[config.mk]
export PLATFORM = sky130hd
export DESIGN_NAME = pulse_synchronizer
export DESIGN_NICKNAME = d
export VERILOG_FILES = /design/src/rtl/pulse_synchronizer.sv
export SDC_FILE = /design/constraint.sdc
export NUM_CORES = 1
export LEC_CHECK = 0
export CORE_AREA = 2 2 39 41
export DETAILED_ROUTE_END_ITERATION = 10
export DIE_AREA = 0 0 41 43
export GPL_ROUTABILITY_DRIVEN = 0
export PLACE_DENSITY_LB_ADDON = 0.12
export RECOVER_POWER = 50
export SETUP_SLACK_MARGIN = 0.2
export SYNTH_ARGS = -nofsm -noshare
export SYNTH_HDL_FRONTEND = slang
export SYNTH_SLANG_ARGS = --single-unit
export TNS_END_PERCENT = 20
[constraint.sdc]
create_clock -name clkB -period 1 [get_ports clkB]
set_input_delay 0.2 -clock clkB [delete_from_list [all_inputs] [get_ports clkB]]
set_output_delay 0.2 -clock clkB [all_outputs]
set_load 0.02 [all_outputs]
[src/rtl/pulse_synchronizer.sv]
// pulse_synchronizer
//
// Receive-side synchronizer for a slow-to-fast clock domain crossing. An
// asynchronous level/event on `pulse` is passed through a SYNC_STAGES-deep
// flop chain clocked by clkB. The synchronized level is edge-detected, and one
// clkB-wide pulse is produced on `q` for every qualifying transition.
//
// Parameters:
//   SYNC_STAGES  number of synchronizer flops (2..4)
//   EDGE_SEL     qualifying edge: 0 = rising, 1 = falling, 2 = both
//
// Ports:
//   clkB        in   destination clock, rising-edge active
//   rst         in   asynchronous active-high reset, clears all state at once
//   pulse       in   asynchronous event/level from the source domain
//   q           out  registered single-cycle pulse per qualifying edge
//   pulse_sync  out  synchronized copy of pulse (last synchronizer stage)
//   armed       out  high once edge detection is enabled after reset release

module pulse_synchronizer #(
  parameter int unsigned SYNC_STAGES = 2,
  parameter int unsigned EDGE_SEL    = 0
) (
  input  logic clkB,
  input  logic rst,
  input  logic pulse,
  output logic q,
  output logic pulse_sync,
  output logic armed
);

  // The arm delay covers the time a level present at release needs to reach
  // prev, so that level is never mistaken for a fresh edge.
  localparam int unsigned ArmCycles = SYNC_STAGES + 1;
  localparam int unsigned CntW      = $clog2(ArmCycles + 1);

  logic [SYNC_STAGES-1:0] sync_q, sync_d;
  logic                   prev_q, prev_d;
  logic                   armed_q, armed_d;
  logic [CntW-1:0]        cnt_q, cnt_d;
  logic                   q_q, q_d;

  logic rise, fall, sel;

  // Synchronizer chain: bit 0 is the only flop that sees the async input.
  always_comb begin
    sync_d = {sync_q[SYNC_STAGES-2:0], pulse};
  end

  // Edge detect on the synchronized level against its one-cycle-old copy.
  always_comb begin
    rise = sync_q[SYNC_STAGES-1] & ~prev_q;
    fall = ~sync_q[SYNC_STAGES-1] & prev_q;
    case (EDGE_SEL)
      32'd1:   sel = fall;
      32'd2:   sel = rise | fall;
      default: sel = rise;
    endcase
  end

  // prev keeps tracking while disarmed; only q is gated by armed.
  always_comb begin
    prev_d  = sync_q[SYNC_STAGES-1];
    cnt_d   = cnt_q;
    armed_d = armed_q;
    if (!armed_q) begin
      cnt_d = cnt_q + CntW'(1);
      if (cnt_q == CntW'(ArmCycles - 1)) begin
        armed_d = 1'b1;
      end
    end
    q_d = armed_q & sel;
  end

  always_ff @(posedge clkB or posedge rst) begin
    if (rst) begin
      sync_q  <= '0;
      prev_q  <= 1'b0;
      armed_q <= 1'b0;
      cnt_q   <= '0;
      q_q     <= 1'b0;
    end else begin
      sync_q  <= sync_d;
      prev_q  <= prev_d;
      armed_q <= armed_d;
      cnt_q   <= cnt_d;
      q_q     <= q_d;
    end
  end

  assign q          = q_q;
  assign pulse_sync = sync_q[SYNC_STAGES-1];
  assign armed      = armed_q;

endmodule

==> results of run 1 <==
worst max-delay path by stage:
stage	end	slack, ns	depth (start not counted)
after CTS	armed	0.02	1
after detailed placement	armed	-0.13	1
after global routing	pulse_sync	-0.02	1
after global placement	pulse_sync	-0.12	1
final	armed	0.04	1
after floorplan	cnt_q[1]	0.15	3
registers in the layout, summed over array words and instances (netlist names):
signal	count
cnt_q	2
sync_q	2
armed	1
prev_q	1
q	1
per-stage QoR:
| stage | utilization [%] | TNS (ns) | hold slack [ns] |
|---|---|---|---|
| 4_1_cts | 25.4 | 0 | 0.180 |
| 3_3_place_gp | 23.1 | -0.333 | 0.336 |
| 3_5_place_dp | 23.1 | -0.351 | 0.340 |
| 5_1_grt | 27.4 | -0.0154 | 0.317 |
| 2_1_floorplan | - | 0 | 0.00340 |
| 6_report | 27.4 | 0 | 0.312 |
cell usage in the layout, fill, tap and decap left out, drive strengths merged:
| cell | n |
|---|---|
| and3b | 1 |
| buf | 6 |
| clkbuf | 4 |
| clkdlybuf4s50 | 1 |
| dfrtp | 7 |
| dlygate4sd3 | 1 |
| ha | 1 |
| inv | 3 |
| mux2i | 1 |
| or2 | 1 |
| xnor2 | 1 |
cells by family after synthesis:
kind of cell  Yosys count  share of synthesized area [%]
xor+xnor                1                           3.76
fa+ha+maj               1                           5.38
buf+inv                 3                           4.84
flops                   7                           75.3
mux                     1                           4.30
simple gates            2                           6.45
where the power goes:
group | leakage, nW | total (W) | switching [W] | internal (W)
Clock | 0.0150 | 0.000246 | 0.0000945 | 0.000152
Combinational | 0.0970 | 0.0000312 | 0.0000136 | 0.0000176
Sequential | 0.0741 | 0.000295 | 0.00000330 | 0.000292
cell type report:
cell class / instances / area (µm²)
sequential: 7 / 175
inverter: 3 / 11.3
multi-input combinational: 5 / 66.3
fill: 153 / 1000
clock buffer: 4 / 26.3
timing repair buffer: 8 / 80.1
tap: 16 / 20.0
layer usage:
metal  part of all wire [%]  global-route usage (%)  vias to the layer above
met2                     50                    5.94                        6
met4                      0                    4.00                        0
li1                       -                       -                       70
met1                     37                    6.00                       67
met5                      0                       0                        -
met3                     13                    9.42                        0
what timing repair did:
item,in CTS,in global routing
gates resized for setup,16,6
gates cloned,0,0
buffers inserted,1,0
pin swaps,0,1
hold endpoints to repair,0,0
setup endpoints to repair,6,7
==> flow_metrics.py, run 1 <==
metrics = {
    "outcome": {
        "outcome": "completed",
    },
    "synthesis": {
        "synth_nets": 19,
        "ys_seq_area_share_pct": 75.3,
        "ys_seq_elements": 7,
        "yosys-top-cells-count": "dfrtp_1, inv_1",
        "synth_cell_types": 7,
        "synth_edf_count": 0,
        "async_flop_share_pct": 100,
        "netlist.area_leader.share_pct": 75.3,
        "ys.warnings.count": 0,
        "yosysMostFrequentCell": "dfrtp_1",
        "postSynthAreaPerCell_um2": 15.5,
        "synth_area_um2": 233,
        "synth.area.top_cells": "dfrtp_1, ha_1, inv_1, mux2i_1, and3b_1",
        "yosysTopAreaCell": "dfrtp_1",
        "synth_cells": 15,
        "ys.flop_type": "dfrtp_1",
    },
    "cts": {
        "cts_tree": "done",
        "clk_latency_ns": 0.25,
        "numCtsBuffers": 3,
        "root_buffer": "clkbuf_4",
        "htreeDepth": 1,
        "cts_hold_buf": 0,
        "clock_sinks": 7,
        "clock_path_buffers": 2,
        "path_clk_slew_ns": 0.05,
    },
    "job": {
        "maxCapViolations": 0,
    },
    "pwr": {
        "p_leak_nw": 0.186,
        "pwr_density_cell_nw_per_um2": 1510,
        "fin_total_pwr_w": 0.000573,
        "irDropWorstVdd_mv": 0.572,
    },
    "setup_path": {
        "worstSetupStartpointType": "flip-flop",
        "r2r_cells": 3,
        "path_class": "flip-flop to primary output",
        "crit_buf_inv": 1,
        "reg2reg_from": "armed",
        "reg2reg_to": "armed",
        "critPathTopFamily": "flip-flops",
        "critPathSlowestCell": "dfrtp_1",
        "worstPathRequired_ns": 0.80,
        "crit_fanout": 2,
        "worstPathArrival_ns": 0.76,
        "worstPathCellList": "buf_6",
        "end_kind": "primary output",
        "rrSetupSlack_ns": 0.04,
        "max_stage_delay_ns": 0.38,
        "crit_start": "armed",
    },
    "drt": {
        "first_pass_iters": 1,
        "post_drt_wl_per_cell_um": 7.74,
        "route.detailed.drc": 0,
        "viasPerCell": 3.33,
        "drt_iter0_markers": 0,
        "drt-total-wl_um": 333,
        "route.antenna.remaining_nets": 0,
        "num_vias": 143,
    },
    "die": {
        "dieWidth_um": 41,
        "die_y_um": 43,
        "core_area_um2": 1380,
        "initial_core_util_pct": 16.8,
        "ios": 6,
        "num_rows": 14,
        "die_area_um2": 1760,
    },
    "final_layout": {
        "post_route_cells_drive_above_1_share_pct": 44.4,
        "diodes": 0,
        "fin_cells": 43,
        "postLayoutCellArea_um2": 379,
        "areaGrowthSynthToFinish_pct": 62.9,
        "nets": 32,
    },
    "hold_path": {
        "hold_path.class": "input pin to async pin",
    },
    "grt": {
        "grt_max_degree": 8,
        "grt_pass1_wl_um": 593,
        "grt_util_all_layers_pct": 6.19,
        "grt_pass1_vias": 139,
        "overflow": 0,
        "grt_antenna_before_repair": 0,
    },
    "timing": {
        "setup_ws_ns": 0.0375,
        "rsz0062_at_grt": "true",
        "maxSlewViolCount": 0,
        "setup_viol": 0,
        "hold_viol_final": 0,
        "max_freq_mhz": 1040,
        "fin_crit_ns": 0.963,
        "clock_skew_ns": 0.00492,
        "slew_headroom_pct": 83.1,
        "finalCritPeriodShare_pct": 96.3,
        "worst_pin_slew_ns": 0.253,
    },
    "place": {
        "dp.cells": 38,
        "dp_worst_setup_slack_ns": -0.131,
        "place_area_um2": 320,
        "place_hpwl_um": 243,
        "port_buffers": 5,
    },
}
Note: power is estimated with default switching activity, not from simulation.
==> run 2: changes to the inputs <==
--- a/config.mk
+++ b/config.mk
@@ -15,4 +15,3 @@
 export SYNTH_ARGS = -nofsm -noshare
 export SYNTH_HDL_FRONTEND = slang
 export SYNTH_SLANG_ARGS = --single-unit
-export TNS_END_PERCENT = 20
==> flow_metrics.py, run 2 (synthesized netlist as in run 1, its figures left out) <==
metrics = {
    "pwr": {
        "fin_total_pwr_w": 0.000576,
        "p_leak_nw": 0.185,
        "switchingPower_w": 0.000116,
        "pwr-share-comb_pct": 5.3,
        "p_clk_share_pct": 43.5,
        "p_seq_share_pct": 51.2,
        "irDropWorstVdd_mv": 0.590,
        "power.share.switching_pct": 20.1,
        "intPower_w": 0.000461,
        "pwr_density_cell_nw_per_um2": 1520,
    },
    "cts": {
        "cts_hold_buf": 0,
        "clk_latency_ns": 0.25,
        "clock_sinks": 7,
        "numCtsBuffers": 3,
        "root_buffer": "clkbuf_4",
        "htreeDepth": 1,
        "cts_tree": "done",
        "clock_path_buffers": 2,
        "path_clk_slew_ns": 0.05,
    },
    "place": {
        "dp_worst_setup_slack_ns": -0.128,
        "place_area_um2": 322,
        "port_buffers": 5,
        "place_hpwl_um": 223,
    },
    "setup_path": {
        "crit_buf_inv": 1,
        "max_stage_delay_ns": 0.40,
        "worstPathRequired_ns": 0.80,
        "critPathTopFamily": "flip-flops",
        "crit_fanout": 2,
        "worstPathArrival_ns": 0.78,
        "critPathSlowestCell": "dfrtp_2",
        "path_class": "flip-flop to primary output",
        "r2r_cells": 3,
        "worstPathCellList": "buf_6",
        "rrSetupSlack_ns": 0.03,
        "worstSetupStartpointType": "flip-flop",
        "reg2reg_from": "armed",
        "end_kind": "primary output",
        "reg2reg_to": "armed",
    },
    "die": {
        "ios": 6,
        "dieWidth_um": 41,
        "core_area_um2": 1380,
        "num_rows": 14,
        "initial_core_util_pct": 16.8,
        "die_y_um": 43,
        "die_area_um2": 1760,
    },
    "timing": {
        "clock_skew_ns": 0.00240,
        "fin_crit_ns": 0.979,
        "slew_headroom_pct": 82.2,
        "max_freq_mhz": 1020,
        "setup_viol": 0,
        "setup_ws_ns": 0.0211,
        "maxSlewViolCount": 0,
        "hold_viol_final": 0,
        "hold_ws_ns": 0.315,
        "setup_tns_ns": 0,
        "rsz0062_at_grt": "true",
        "worst_pin_slew_ns": 0.266,
        "finalCritPeriodShare_pct": 97.9,
    },
    "final_layout": {
        "layout_common_cells": "dfrtp_1, buf_6, clkbuf_4, buf_4",
        "post_route_cells_drive_above_1_share_pct": 46.4,
        "register_area_um2": 176,
        "areaGrowthSynthToFinish_pct": 63.4,
        "nets": 33,
        "fillCellCount": 149,
        "final_common_cell": "dfrtp_1",
        "multi_input_area_um2": 58.8,
        "postLayoutCellArea_um2": 380,
        "diodes": 0,
        "reg.largest.list": "cnt_q: 2 flops, sync_q: 2 flops",
    },
    "drt": {
        "num_vias": 141,
        "first_pass_iters": 1,
        "route.antenna.remaining_nets": 0,
        "drt-total-wl_um": 322,
        "drt_iter0_markers": 0,
        "route.detailed.drc": 0,
        "post_drt_wl_per_cell_um": 7.32,
        "viasPerCell": 3.20,
    },
    "grt": {
        "grt_max_degree": 8,
        "overflow": 0,
        "grt_antenna_before_repair": 0,
        "grt_pass1_vias": 148,
        "grt_util_all_layers_pct": 6.28,
        "grt_pass1_wl_um": 607,
    },
    "job": {
        "maxCapViolations": 0,
    },
    "outcome": {
        "outcome": "completed",
    },
    "hold_path": {
        "hold_path.class": "input pin to async pin",
    },
}
==> run 2: layout make-up <==
cell class,count,area share (%)
tap,16,5.26
multi-input combinational,5,15.5
clock buffer,4,6.91
inverter,3,2.96
sequential,7,46.4
timing repair buffer,9,23.0
==> run 2: worst max-delay path by stage <==
| stage | start | end | slack [ns] | cells past startpoint |
|---|---|---|---|---|
| 2_1_floorplan | cnt_q[0] | armed | 0.15 | 3 |
| 3_3_place_gp | armed | armed | -0.13 | 1 |
| 3_5_place_dp | armed | armed | -0.13 | 1 |
| 4_1_cts | armed | armed | 0.006 | 1 |
| 5_1_grt | sync_q[1] | pulse_sync | -0.01 | 1 |
| 6_report | armed | armed | 0.02 | 1 |
==> run 2: stage by stage <==
step / utilization, % / cells
6_report: 27.5 / 44
3_3_place_gp: 23.2 / 38
3_5_place_dp: 23.2 / 38
5_1_grt: 27.5 / 44
2_1_floorplan: - / 15
4_1_cts: 26.2 / 43
==> run 2: power groups by stage <==
stage | Clock [W] | Combinational [W] | Sequential, W
after CTS | 0.000264 | 0.0000307 | 0.000294
after floorplan | 0 | 0.00000618 | 0.000304
after global routing | 0.000295 | 0.0000338 | 0.000296
after global placement | 0 | 0.0000323 | 0.000299
final | 0.000251 | 0.0000307 | 0.000295
after detailed placement | 0 | 0.0000323 | 0.000299
==> run 2: routing by layer <==
metal	wire length, µm	track usage, %	vias up
li1	-	-	70
met1	151	6.60	63
met3	45	9.42	0
met5	0	0	-
met2	125	5.63	8
met4	0	4.00	0
==> run 2: timing repair <==
item                       4_1_cts  5_1_grt
pin swaps                        1        1
buffers inserted                 1        1
resized for setup               18        3
gates cloned                     0        0
setup endpoints to repair        6        6
==> run 3: changes to the inputs <==
--- a/config.mk
+++ b/config.mk
@@ -6,9 +6,11 @@
 export NUM_CORES = 1
 export LEC_CHECK = 0
 export CORE_AREA = 2 2 39 41
+export CTS_CLUSTER_SIZE = 20
 export DETAILED_ROUTE_END_ITERATION = 10
 export DIE_AREA = 0 0 41 43
 export GPL_ROUTABILITY_DRIVEN = 0
+export HOLD_SLACK_MARGIN = 0.1
 export PLACE_DENSITY_LB_ADDON = 0.12
 export RECOVER_POWER = 50
 export SETUP_SLACK_MARGIN = 0.2
==> results of run 3 <==
Final layout, timing and power as in run 2 (identical DEF).
